--- config.mk ---
export PLATFORM = sky130hd
export DESIGN_NAME = fir3_out_serializer
export DESIGN_NICKNAME = d
export VERILOG_FILES = /design/src/rtl/fir3_pkg.sv /design/src/rtl/fir3_blk_fifo.sv /design/src/rtl/fir3_out_serializer.sv
export SDC_FILE = /design/constraint.sdc
export NUM_CORES = 1
export LEC_CHECK = 0
export CAP_MARGIN = 20
export CORE_ASPECT_RATIO = 0.75
export CORE_UTILIZATION = 30
export CTS_CLUSTER_DIAMETER = 120
export DETAILED_ROUTE_END_ITERATION = 6
export GPL_TIMING_DRIVEN = 0
export PLACE_DENSITY = 0.55
export SYNTH_ARGS = -nofsm -noshare
export SYNTH_HDL_FRONTEND = slang
export SYNTH_HIERARCHICAL = 1
export SYNTH_SLANG_ARGS = --single-unit
--- constraint.sdc ---
create_clock -name clk -period 4.7 [get_ports clk]
set_clock_uncertainty 0.1 [all_clocks]
set_input_delay 1.41 -clock clk [delete_from_list [all_inputs] [get_ports clk]]
set_output_delay 1.41 -clock clk [all_outputs]
set_load 0.01 [all_outputs]
--- src/rtl/fir3_pkg.sv ---
// Shared types and helpers for the 3-parallel FIR output serializer.
package fir3_pkg;

  localparam int unsigned NPAR   = 3;
  localparam int unsigned PKG_DW = 16;

  typedef enum logic [1:0] {
    PH0 = 2'd0,
    PH1 = 2'd1,
    PH2 = 2'd2
  } phase_t;

  // One parallel output block; s0 is the earliest sample (n = 3k).
  typedef struct packed {
    logic signed [PKG_DW-1:0] s2;
    logic signed [PKG_DW-1:0] s1;
    logic signed [PKG_DW-1:0] s0;
  } blk_t;

  // Round-half-up by dropping 'drop' LSBs, then clamp to a signed 'ow'-bit range.
  function automatic logic signed [31:0] rnd_sat(input logic signed [31:0] x,
                                                 input int unsigned drop,
                                                 input int unsigned ow,
                                                 output logic sat);
    logic signed [63:0] t;
    logic signed [63:0] hi;
    logic signed [63:0] lo;
    t = {{32{x[31]}}, x};
    if (drop != 0) t = t + (64'sd1 <<< (drop - 1));
    t   = t >>> drop;
    hi  = (64'sd1 <<< (ow - 1)) - 64'sd1;
    lo  = -(64'sd1 <<< (ow - 1));
    sat = 1'b0;
    if (t > hi) begin
      t   = hi;
      sat = 1'b1;
    end else if (t < lo) begin
      t   = lo;
      sat = 1'b1;
    end
    return t[31:0];
  endfunction

endpackage

--- src/rtl/fir3_blk_fifo.sv ---
// Generic DEPTH-entry block FIFO with occupancy count and synchronous flush.
module fir3_blk_fifo #(
  parameter int unsigned W     = 48,
  parameter int unsigned DEPTH = 2
) (
  input  logic                     clk,
  input  logic                     rst,
  input  logic                     i_flush,
  input  logic                     i_push,
  input  logic [W-1:0]             i_wdata,
  input  logic                     i_pop,
  output logic [W-1:0]             o_rdata,
  output logic [$clog2(DEPTH):0]   o_count,
  output logic                     o_full,
  output logic                     o_empty
);

  localparam int unsigned AW = $clog2(DEPTH);

  logic [W-1:0]  r_mem [DEPTH];
  logic [AW-1:0] r_wr_ptr;
  logic [AW-1:0] r_rd_ptr;
  logic [AW:0]   r_count;

  // DEPTH is a power of two, so pointers wrap by natural overflow.
  always_ff @(posedge clk or posedge rst) begin
    if (rst) begin
      r_wr_ptr <= '0;
      r_rd_ptr <= '0;
      r_count  <= '0;
      for (int i = 0; i < int'(DEPTH); i++) r_mem[i] <= '0;
    end else if (i_flush) begin
      r_wr_ptr <= '0;
      r_rd_ptr <= '0;
      r_count  <= '0;
    end else begin
      if (i_push) begin
        r_mem[r_wr_ptr] <= i_wdata;
        r_wr_ptr        <= r_wr_ptr + 1'b1;
      end
      if (i_pop) r_rd_ptr <= r_rd_ptr + 1'b1;
      if (i_push && !i_pop)      r_count <= r_count + 1'b1;
      else if (i_pop && !i_push) r_count <= r_count - 1'b1;
    end
  end

  assign o_rdata = r_mem[r_rd_ptr];
  assign o_count = r_count;
  assign o_full  = (r_count == (AW + 1)'(DEPTH));
  assign o_empty = (r_count == '0);

endmodule

--- src/rtl/fir3_out_serializer.sv ---
// Buffers 3-sample FIR blocks and emits them serially in time order.
// Optional FIR3_OUT_SERIALIZER_RNDSAT_EN: round/saturate to OW bits and add sat_flag.
module fir3_out_serializer
  import fir3_pkg::*;
#(
  parameter int unsigned DW        = 16,
  parameter int unsigned OW        = 16,
  parameter int unsigned BLK_DEPTH = 2
) (
  input  logic                          clk,
  input  logic                          rst,
  input  logic                          flush,
  input  logic                          blk_valid,
  output logic                          blk_ready,
  input  logic signed [DW-1:0]          y3k,
  input  logic signed [DW-1:0]          y3k_1,
  input  logic signed [DW-1:0]          y3k_2,
  output logic                          out_valid,
  input  logic                          out_ready,
  output logic signed [OW-1:0]          out_data,
  output logic [1:0]                    out_phase,
`ifdef FIR3_OUT_SERIALIZER_RNDSAT_EN
  output logic                          sat_flag,
`endif
  output logic [$clog2(BLK_DEPTH):0]    level
);

  logic [NPAR*DW-1:0]          w_head;
  logic [$clog2(BLK_DEPTH):0]  w_count;
  logic                        w_full;
  logic                        w_empty;
  logic                        w_push;
  logic                        w_hs;
  logic                        w_pop;
  logic signed [DW-1:0]        w_sample;
  phase_t                      r_phase;
  phase_t                      w_phase_d;

  assign blk_ready = !w_full && !flush;
  assign out_valid = !w_empty;
  assign w_push    = blk_valid && blk_ready;
  assign w_hs      = out_valid && out_ready;
  assign w_pop     = w_hs && (r_phase == PH2);

  fir3_blk_fifo #(
    .W     (NPAR * DW),
    .DEPTH (BLK_DEPTH)
  ) u_fifo (
    .clk     (clk),
    .rst     (rst),
    .i_flush (flush),
    .i_push  (w_push),
    .i_wdata ({y3k_2, y3k_1, y3k}),
    .i_pop   (w_pop),
    .o_rdata (w_head),
    .o_count (w_count),
    .o_full  (w_full),
    .o_empty (w_empty)
  );

  always_ff @(posedge clk or posedge rst) begin
    if (rst) r_phase <= PH0;
    else     r_phase <= w_phase_d;
  end

  always_comb begin
    w_phase_d = r_phase;
    if (flush) begin
      w_phase_d = PH0;
    end else if (w_hs) begin
      case (r_phase)
        PH0:     w_phase_d = PH1;
        PH1:     w_phase_d = PH2;
        default: w_phase_d = PH0;
      endcase
    end
  end

  always_comb begin
    case (r_phase)
      PH1:     w_sample = w_head[2*DW-1:DW];
      PH2:     w_sample = w_head[3*DW-1:2*DW];
      default: w_sample = w_head[DW-1:0];
    endcase
  end

`ifdef FIR3_OUT_SERIALIZER_RNDSAT_EN
  logic signed [31:0] w_rs;
  logic               w_sat;

  always_comb begin
    w_sat    = 1'b0;
    w_rs     = rnd_sat(32'(w_sample), DW - OW, OW, w_sat);
    out_data = w_rs[OW-1:0];
    sat_flag = w_sat;
  end
`else
  assign out_data = w_sample[OW-1:0];
`endif

  assign out_phase = r_phase;
  assign level     = w_count;

endmodule

Word level (Yosys, flattened, before mapping)
Cells that the tools add are included.
{ "totals": {"reg_bits": 102} }
{ "op_classes": {"n_mux": 17, "bitwise": 3, "reduce_logical": 19, "order_cmp": 3, "eq_ne": 3, "addsub": 4} }
{ "ops": {"columns": ["op", "n"], "rows": [
  ["$mux 48", 4],
  ["$bwmux 96", 1],
  ["$demux 48 s1", 1],
  ["$pmux 16 s2", 1],
  ["$mux 2", 5],
  ["$logic_and 1x1->1", 7],
  ["$reduce_bool 2->1", 3],
  ["$logic_not 1->1", 5],
  ["$eq 2x2->1 const B", 2],
  ["$ge 2x2->1 const B", 2],
  ["$logic_not 2->1", 2],
  ["$mux 1", 4],
  ["$not 1->2", 2],
  ["$pmux 2 s2", 1],
  ["$reduce_bool 3->1", 1],
  ["$add 1x1->1 const B", 2],
  ["$add 2x1->2 const B", 1],
  ["$eq 2x1->1 const B", 1],
  ["$lt 2x1->1 const B", 1],
  ["$reduce_and 2->1", 1],
  ["$sub 2x1->2 const B", 1],
  ["$not 1->1", 1]
]} }

Longest topological paths before layout
Gate-level depths: netlist of run 1.
{ "logic_depth": {"word_depth": 9, "mapped_depth": 8} }

Cells and area by module
Netlist of run 1, hierarchy kept.
{ "by_module_without_submodules": {"columns": ["mod", "seq_area_each_um2", "cells_per_inst", "n_inst", "area_each_um2"], "rows": [
  ["fir3_blk_fifo", 2502.4, 276, 1, 4337.9],
  ["fir3_out_serializer", 50.0, 72, 1, 573.0]
]} }

Worst setup path before layout of run 1
OpenSTA, ideal clock, no wires.
{ "synth_timing": {"path_kind": "input -> output", "from": "input flush", "to": "output blk_ready", "stages": 1, "setup_slack_ps": 1591, "required_time_ps": 3190, "t_arrival_ps": 1599, "cell_sequence": "nor2_1"} }
{ "synth_between": {"elab_chain_cells": 2} }
{ "synth_rtl": {"columns": ["element", "line", "rtl"], "rows": [
  ["start, declared", "fir3_out_serializer.sv:12", "input logic flush,"],
  ["$logic_not 1->1", "fir3_out_serializer.sv:39", "assign blk_ready = !w_full && !flush;"],
  ["$logic_and 1x1->1", "fir3_out_serializer.sv:39", null],
  ["end, declared", "fir3_out_serializer.sv:14", "output logic blk_ready,"]
]} }
No other way between the ends.

Worst setup path after layout of run 1
Ends and elaborated chain as after synthesis.

==> flow_results.xml, run 1 <==
<?xml version="1.0" encoding="UTF-8"?>
<metrics>
  <group name="logic_synthesis">
    <metric name="synth.yosys.warnings" unit="">6</metric>
    <metric name="seq_area_frac_synth" unit="">0.520</metric>
    <metric name="synthCells" unit="">348</metric>
    <metric name="postSynthNetCount" unit="">404</metric>
    <metric name="synth_area" unit="µm²">4910</metric>
    <metric name="synth.top_cell.area_share" unit="">0.520</metric>
    <metric name="yosys_register_bits" unit="">102</metric>
    <metric name="netlist-cell-type-count" unit="">30</metric>
    <metric name="top_ff_cell_synth" unit="">sky130_fd_sc_hd__dfrtp_1</metric>
    <metric name="number_of_enable_flip_flop_cells_after_synthesis" unit="">0</metric>
    <metric name="avgSynthCellArea" unit="µm²">14.1</metric>
    <metric name="synth-async-reset-ratio" unit="">1.00</metric>
    <metric name="synth_largest_area_cell" unit="">sky130_fd_sc_hd__dfrtp_1</metric>
    <metric name="synthTopCellsByArea" unit="">sky130_fd_sc_hd__dfrtp_1 (52%), sky130_fd_sc_hd__mux2_2 (28%), sky130_fd_sc_hd__mux2_1 (4.8%), sky130_fd_sc_hd__a22oi_2 (2.3%), sky130_fd_sc_hd__nor2_1 (1.8%)</metric>
  </group>
  <group name="place">
    <metric name="dp_cells" unit="">633</metric>
    <metric name="post_placement_setup_slack" unit="ns">0.438</metric>
    <metric name="dp_hpwl" unit="mm">8.70</metric>
    <metric name="port_buffers" unit="">74</metric>
    <metric name="placed_area" unit="µm²">5940</metric>
    <metric name="place_congestion" unit="">0.748</metric>
  </group>
  <group name="grt">
    <metric name="grt_remaining_overflow" unit="">0</metric>
    <metric name="groute.usage.overall" unit="">0.151</metric>
    <metric name="initial_antenna_violation_count" unit="">0</metric>
    <metric name="first_global_vias" unit="">3305</metric>
    <metric name="grt_max_degree" unit="">59</metric>
    <metric name="wire_length_of_the_first_global_routing_pass" unit="mm">18.7</metric>
  </group>
  <group name="die">
    <metric name="standard_cell_rows" unit="">40</metric>
    <metric name="fp.coreArea" unit="µm²">16000</metric>
    <metric name="io_pins" unit="">75</metric>
    <metric name="die-area" unit="µm²">16900</metric>
    <metric name="die_height" unit="µm">113</metric>
    <metric name="die_width" unit="µm">150</metric>
    <metric name="floorplan.initialDensity" unit="">0.307</metric>
  </group>
  <group name="final_layout">
    <metric name="nets" unit="">490</metric>
    <metric name="n_antenna_cell" unit="">0</metric>
    <metric name="final_instance_area" unit="µm²">6270</metric>
    <metric name="final-instance-count-excl-fill" unit="">649</metric>
    <metric name="layout_common_cells" unit="">sky130_fd_sc_hd__mux2_2 (123), sky130_fd_sc_hd__dfrtp_1 (102), sky130_fd_sc_hd__clkdlybuf4s50_1 (74)</metric>
    <metric name="finalCoreUtilization" unit="">0.392</metric>
    <metric name="drive_above_1_share" unit="">0.412</metric>
    <metric name="syn_to_final_growth" unit="%">27.7</metric>
    <metric name="final_common_cell" unit="">sky130_fd_sc_hd__mux2_2</metric>
  </group>
  <group name="clocking">
    <metric name="clock_tree.htree_level_count" unit="">3</metric>
    <metric name="cts_hold_buf" unit="">0</metric>
    <metric name="tritoncts_num_sinks" unit="">102</metric>
    <metric name="clk_pin_slew_worst_paths" unit="ns">0.06</metric>
    <metric name="clock_insertion_delay_worst_skew" unit="ns">0.34</metric>
    <metric name="cts-root-to-sink-buffers" unit="">2</metric>
    <metric name="ctsResizeCount" unit="">0</metric>
    <metric name="cts_root_buffer" unit="">sky130_fd_sc_hd__clkbuf_16</metric>
    <metric name="clock_tree_from_tritoncts" unit="">done</metric>
    <metric name="cts-buffers-inserted" unit="">9</metric>
    <metric name="postCtsSetupBuffers" unit="">0</metric>
  </group>
  <group name="timing">
    <metric name="worst_pin_slew" unit="ns">0.768</metric>
    <metric name="final_min_period_over_clock_period" unit="">0.904</metric>
    <metric name="finalSetupViolations" unit="">0</metric>
    <metric name="report.final.hold_viol_count" unit="">0</metric>
    <metric name="worst_slew_slack_as_a_fraction_of_its_limit" unit="">0.488</metric>
    <metric name="max_clock_freq" unit="MHz">235</metric>
    <metric name="totalNegativeSetupSlack" unit="ns">0</metric>
    <metric name="grt_setup_unrepaired" unit="">no</metric>
    <metric name="report.final.slew_viol_count" unit="">0</metric>
    <metric name="setup_ws" unit="ns">0.453</metric>
    <metric name="whs" unit="ns">0.377</metric>
    <metric name="post-route-min-period" unit="ns">4.25</metric>
  </group>
  <group name="setup_path">
    <metric name="startpoint_type" unit="">primary input</metric>
    <metric name="timing.critical_path.fanout_max" unit="">9</metric>
    <metric name="cp_data_required_time" unit="ns">3.19</metric>
    <metric name="worst_endpoint_data_arrival_time" unit="ns">2.74</metric>
    <metric name="critPathKind" unit="">in2out</metric>
    <metric name="crit_path_end_kind" unit="">output pin</metric>
  </group>
  <group name="route">
    <metric name="number_of_iterations_in_the_first_detailed_routing_pass" unit="">4</metric>
    <metric name="wl" unit="mm">11.9</metric>
    <metric name="via_per_inst" unit="">4.71</metric>
    <metric name="remaining_design_rule_violation_count" unit="">0</metric>
    <metric name="wire_per_inst" unit="µm">18.4</metric>
    <metric name="first_iter_violations" unit="">89</metric>
    <metric name="vias" unit="">3060</metric>
    <metric name="final_antenna_net_count" unit="">0</metric>
  </group>
  <group name="run">
    <metric name="max_cap_viol_count" unit="">0</metric>
  </group>
  <group name="power">
    <metric name="power.leakage" unit="nW">2.61</metric>
    <metric name="peak_vdd_ir" unit="mV">0.186</metric>
    <metric name="power.density_cell_area" unit="nW/µm²">425</metric>
    <metric name="report.power.total" unit="mW">2.67</metric>
  </group>
  <group name="outcome">
    <metric name="outcome" unit="">finished clean</metric>
  </group>
  <group name="min_path">
    <metric name="timing.hold.worst.class" unit="">reg2reg</metric>
  </group>
</metrics>
==> layout make-up <==
type | instances | area [µm²]
Buffer | 22 | 178
Clock buffer | 13 | 270
Clock inverter | 3 | 65.1
Fill cell | 1545 | 9740
Inverter | 5 | 21.3
Multi-Input combinational cell | 219 | 2160
Sequential cell | 102 | 2550
Tap cell | 210 | 263
Timing Repair Buffer | 75 | 761
==> synthesized netlist by cell type (all sizes together) (2+ instances only) <==
cell type / number
buf: 21
mux2i: 2
xnor2: 3
a21oi: 16
nor2: 23
nor3b: 3
mux2: 144
inv: 5
dfrtp: 102
a22oi: 16
and2: 2
ha: 3
==> flip-flops by register name, indices dropped and copies added (netlist names) <==
signal and cells:
u_fifo/r_wr_ptr 1, u_fifo/r_mem 96, u_fifo/o_count 2, u_fifo/r_rd_ptr 1
out_phase 2
==> routing by layer <==
metal	global-route usage	vias to the layer above	routed length, µm
met1	0.207	1580	5770
met4	0.0303	0	97
li1	-	1413	-
met3	0.0387	11	447
met5	0	-	0
met2	0.241	56	5600
==> path summary, 6_finish.rpt <==
kind                            cells after the start                     startpoint                            to  slack [ns]
worst max register to register                      7  u_fifo/o_count[1]$_DFFE_PP0P_  u_fifo/r_mem[95]$_DFFE_PP0P_        2.49
min in group asynchronous                           2                            rst      out_phase[0]$_DFFE_PP0P_        1.20
worst min-delay path                                1   u_fifo/r_mem[61]$_DFFE_PP0P_  u_fifo/r_mem[61]$_DFFE_PP0P_        0.38
worst min register to register                      1   u_fifo/r_mem[61]$_DFFE_PP0P_  u_fifo/r_mem[61]$_DFFE_PP0P_        0.38
worst max-delay path                                3                          flush                     blk_ready        0.45
max in group asynchronous                           3                            rst  u_fifo/r_mem[52]$_DFFE_PP0P_        2.32
==> logic make-up after synthesis <==
logic type | Yosys count | synth area share
muxes | 146 | 0.334
DFF | 102 | 0.520
adders and majority gates | 3 | 0.00764
and+or+nand+nor | 33 | 0.0334
AOI/OAI and AO/OA | 33 | 0.0578
xor gates and xnor gates | 4 | 0.00714
buffers and inverters | 27 | 0.0400
==> power by group <==
| part | internal [mW] | switching [mW] |
|---|---|---|
| Combinational | 0.389 | 0.239 |
| Sequential | 1.11 | 0.105 |
| Clock | 0.510 | 0.314 |
==> worst max-delay path, cell delays in order <==
cell and delay, ns:
sky130_fd_sc_hd__clkdlybuf4s50_1 0.58, sky130_fd_sc_hd__nor2_1 0.20, sky130_fd_sc_hd__clkdlybuf4s50_1 0.55
No activity file was read; power rests on OpenSTA's default activity.
==> run 2, diff against run 1 <==
--- a/config.mk
+++ b/config.mk
@@ -12,6 +12,7 @@
 export DETAILED_ROUTE_END_ITERATION = 6
 export GPL_TIMING_DRIVEN = 0
 export PLACE_DENSITY = 0.55
+export SKIP_LAST_GASP = 1
 export SYNTH_ARGS = -nofsm -noshare
 export SYNTH_HDL_FRONTEND = slang
 export SYNTH_HIERARCHICAL = 1
==> results of run 2 <==
Same layout as run 1: the final DEF is identical, and so are final timing and power.
==> run 3, diff against run 2 <==
--- a/config.mk
+++ b/config.mk
@@ -6,12 +6,15 @@
 export NUM_CORES = 1
 export LEC_CHECK = 0
 export CAP_MARGIN = 20
+export CELL_PAD_IN_SITES_DETAIL_PLACEMENT = 0
+export CELL_PAD_IN_SITES_GLOBAL_PLACEMENT = 1
 export CORE_ASPECT_RATIO = 0.75
 export CORE_UTILIZATION = 30
 export CTS_CLUSTER_DIAMETER = 120
 export DETAILED_ROUTE_END_ITERATION = 6
+export GPL_ROUTABILITY_DRIVEN = 0
 export GPL_TIMING_DRIVEN = 0
-export PLACE_DENSITY = 0.55
+export PLACE_DENSITY = 0.64
 export SKIP_LAST_GASP = 1
 export SYNTH_ARGS = -nofsm -noshare
 export SYNTH_HDL_FRONTEND = slang
==> run 3 against run 2 <==
  * Final cell count is 0.15% lower
  * Global-route usage is 0.37 points higher
  * Hold slack better by 0.0040 ns
  * Sequential cell count stayed put
  * Clock power is 16% lower
  * Setup slack worse by 0.0029 ns
  * Wire length is 1.2% higher
  * Power is 4.7% lower
  * Design area is 0.94% lower
  * Sequential power hardly changed
==> flow_results.xml, run 3 (same netlist as run 1, synthesis figures left out) <==
<?xml version="1.0" encoding="UTF-8"?>
<metrics>
  <group name="final_layout">
    <metric name="ff_latch_area" unit="µm²">2550</metric>
    <metric name="nets" unit="">490</metric>
    <metric name="finalCoreUtilization" unit="">0.388</metric>
    <metric name="largest-register" unit="">u_fifo/r_mem</metric>
    <metric name="multiInputGateArea" unit="µm²">2160</metric>
    <metric name="final_common_cell" unit="">sky130_fd_sc_hd__mux2_2</metric>
    <metric name="fillers" unit="">1529</metric>
    <metric name="drive_above_1_share" unit="">0.406</metric>
    <metric name="n_antenna_cell" unit="">0</metric>
    <metric name="layout_common_cells" unit="">sky130_fd_sc_hd__mux2_2 (123), sky130_fd_sc_hd__dfrtp_1 (102), sky130_fd_sc_hd__clkdlybuf4s50_1 (74)</metric>
    <metric name="syn_to_final_growth" unit="%">26.5</metric>
    <metric name="final_instance_area" unit="µm²">6210</metric>
    <metric name="largest_register_ff_count" unit="">96</metric>
  </group>
  <group name="clocking">
    <metric name="cts_root_buffer" unit="">sky130_fd_sc_hd__clkbuf_16</metric>
    <metric name="tritoncts_num_sinks" unit="">102</metric>
    <metric name="cts_hold_buf" unit="">0</metric>
    <metric name="cts-buffers-inserted" unit="">9</metric>
    <metric name="postCtsSetupBuffers" unit="">0</metric>
    <metric name="ctsResizeCount" unit="">0</metric>
    <metric name="cts-root-to-sink-buffers" unit="">2</metric>
    <metric name="clock_tree.htree_level_count" unit="">3</metric>
    <metric name="clock_insertion_delay_worst_skew" unit="ns">0.34</metric>
    <metric name="clk_pin_slew_worst_paths" unit="ns">0.06</metric>
    <metric name="clock_tree_from_tritoncts" unit="">done</metric>
  </group>
  <group name="min_path">
    <metric name="timing.hold.worst.class" unit="">reg2reg</metric>
    <metric name="timing.hold.worst_path_depth" unit="">1</metric>
  </group>
  <group name="route">
    <metric name="final_antenna_net_count" unit="">0</metric>
    <metric name="wl" unit="mm">12.1</metric>
    <metric name="first_iter_violations" unit="">111</metric>
    <metric name="number_of_iterations_in_the_first_detailed_routing_pass" unit="">4</metric>
    <metric name="vias" unit="">3005</metric>
    <metric name="wire_per_inst" unit="µm">18.6</metric>
    <metric name="via_per_inst" unit="">4.64</metric>
    <metric name="remaining_design_rule_violation_count" unit="">0</metric>
  </group>
  <group name="timing">
    <metric name="report.final.slew_viol_count" unit="">0</metric>
    <metric name="finalSetupViolations" unit="">0</metric>
    <metric name="final_min_period_over_clock_period" unit="">0.904</metric>
    <metric name="grt_setup_unrepaired" unit="">no</metric>
    <metric name="post-route-min-period" unit="ns">4.25</metric>
    <metric name="worst_pin_slew" unit="ns">0.695</metric>
    <metric name="report.final.hold_viol_count" unit="">0</metric>
    <metric name="max_clock_freq" unit="MHz">235</metric>
    <metric name="worst_slew_slack_as_a_fraction_of_its_limit" unit="">0.536</metric>
  </group>
  <group name="setup_path">
    <metric name="worst_endpoint_data_arrival_time" unit="ns">2.74</metric>
    <metric name="startpoint_type" unit="">primary input</metric>
    <metric name="timing.critical_path.cells" unit="">clkdlybuf4s50_1 &gt; nor2_1 &gt; clkdlybuf4s50_1</metric>
    <metric name="critPathKind" unit="">in2out</metric>
    <metric name="crit_slowest_cell" unit="">sky130_fd_sc_hd__clkdlybuf4s50_1</metric>
    <metric name="timing.critical_path.fanout_max" unit="">9</metric>
    <metric name="r2r_setup_slack" unit="ns">2.47</metric>
    <metric name="cp_data_required_time" unit="ns">3.19</metric>
    <metric name="reg2reg_depth" unit="">7</metric>
    <metric name="path_common_cell" unit="">sky130_fd_sc_hd__clkdlybuf4s50_1</metric>
    <metric name="slowest_delay" unit="ns">0.58</metric>
    <metric name="crit_path_end_kind" unit="">output pin</metric>
  </group>
  <group name="power">
    <metric name="netSwitchingFraction" unit="">0.259</metric>
    <metric name="clkPwrFrac" unit="">0.272</metric>
    <metric name="p_sw" unit="µW">657</metric>
    <metric name="portion_of_total_power_attributed_to_combinational_logic" unit="">0.249</metric>
    <metric name="power.density_cell_area" unit="nW/µm²">409</metric>
    <metric name="peak_vdd_ir" unit="mV">0.179</metric>
    <metric name="power.leakage" unit="nW">2.58</metric>
    <metric name="power.share.sequential" unit="">0.479</metric>
    <metric name="intPower" unit="mW">1.88</metric>
  </group>
  <group name="grt">
    <metric name="wire_length_of_the_first_global_routing_pass" unit="mm">19.1</metric>
    <metric name="grt_max_degree" unit="">63</metric>
    <metric name="gr-usage-met3" unit="">0.0347</metric>
    <metric name="initial_antenna_violation_count" unit="">0</metric>
    <metric name="first_global_vias" unit="">3390</metric>
    <metric name="grt_util_met2" unit="">0.248</metric>
    <metric name="top_usage_layer_grt" unit="">met2</metric>
    <metric name="groute.usage.overall" unit="">0.155</metric>
    <metric name="grt_remaining_overflow" unit="">0</metric>
    <metric name="globalRouteMet1Util" unit="">0.210</metric>
  </group>
  <group name="place">
    <metric name="port_buffers" unit="">74</metric>
    <metric name="placed_area" unit="µm²">5940</metric>
    <metric name="dp_hpwl" unit="mm">8.65</metric>
  </group>
  <group name="die">
    <metric name="die-area" unit="µm²">16900</metric>
    <metric name="fp.coreArea" unit="µm²">16000</metric>
    <metric name="io_pins" unit="">75</metric>
    <metric name="floorplan.initialDensity" unit="">0.307</metric>
    <metric name="die_width" unit="µm">150</metric>
    <metric name="standard_cell_rows" unit="">40</metric>
    <metric name="die_height" unit="µm">113</metric>
  </group>
  <group name="outcome">
    <metric name="outcome" unit="">finished clean</metric>
  </group>
  <group name="run">
    <metric name="max_cap_viol_count" unit="">0</metric>
  </group>
</metrics>
-- run 3: area by class of cell --
class | instances | share of cell area
buffer | 22 | 0.0286
clock buffer | 14 | 0.0425
clock inverter | 1 | 0.000805
inverter | 5 | 0.00342
multi-input combinational | 219 | 0.348
sequential | 102 | 0.411
tap | 210 | 0.0423
timing repair buffer | 75 | 0.124
-- run 3: final timing paths --
kind,start,end
setup / recovery,flush,blk_ready
min in group asynchronous,rst,out_phase[0]$_DFFE_PP0P_
setup reg to reg,u_fifo/o_count[1]$_DFFE_PP0P_,u_fifo/r_mem[51]$_DFFE_PP0P_
hold reg to reg,u_fifo/r_mem[54]$_DFFE_PP0P_,u_fifo/r_mem[54]$_DFFE_PP0P_
hold / removal,u_fifo/r_mem[54]$_DFFE_PP0P_,u_fifo/r_mem[54]$_DFFE_PP0P_
max in group asynchronous,rst,u_fifo/r_mem[15]$_DFFE_PP0P_
-- run 3: worst max-delay path, delay by kind of cell --
kind	cells	cell delay (ns)
buf+inv	2	1.13
simple gates	1	0.20
-- run 3: per-stage QoR --
step / TNS, ns / cells / hold WS (ns) / setup WS [ns] / power, mW
after detailed placement: 0 / 633 / 0.371 / 0.447 / 1.87
after global routing: 0 / 648 / 0.400 / 0.369 / 2.69
after global placement: -96.87 / 632 / 0.364 / -0.975 / 1.84
after CTS: 0 / 648 / 0.386 / 0.442 / 2.58
after floorplan: 0 / 348 / 0.354 / 0.571 / 1.61
final: 0 / 648 / 0.381 / 0.450 / 2.54
-- run 3: routing by layer --
| metal | vias to the layer above | share of wire | wire length [µm] |
|---|---|---|---|
| li1 | 1411 | - | - |
| met1 | 1521 | 0.49 | 5900 |
| met2 | 59 | 0.46 | 5530 |
| met3 | 14 | 0.038 | 463 |
| met4 | 0 | 0.014 | 173 |
| met5 | - | 0 | 0 |
-- run 3: power by group through the flow --
stage          sequential, mW  clock (mW)  combinational, mW
6_report                 1.22       0.691              0.633
5_1_grt                  1.25       0.750              0.691
3_3_place_gp             1.21           0              0.623
4_1_cts                  1.21       0.716              0.646
3_5_place_dp             1.23           0              0.641
2_1_floorplan            1.19           0              0.419
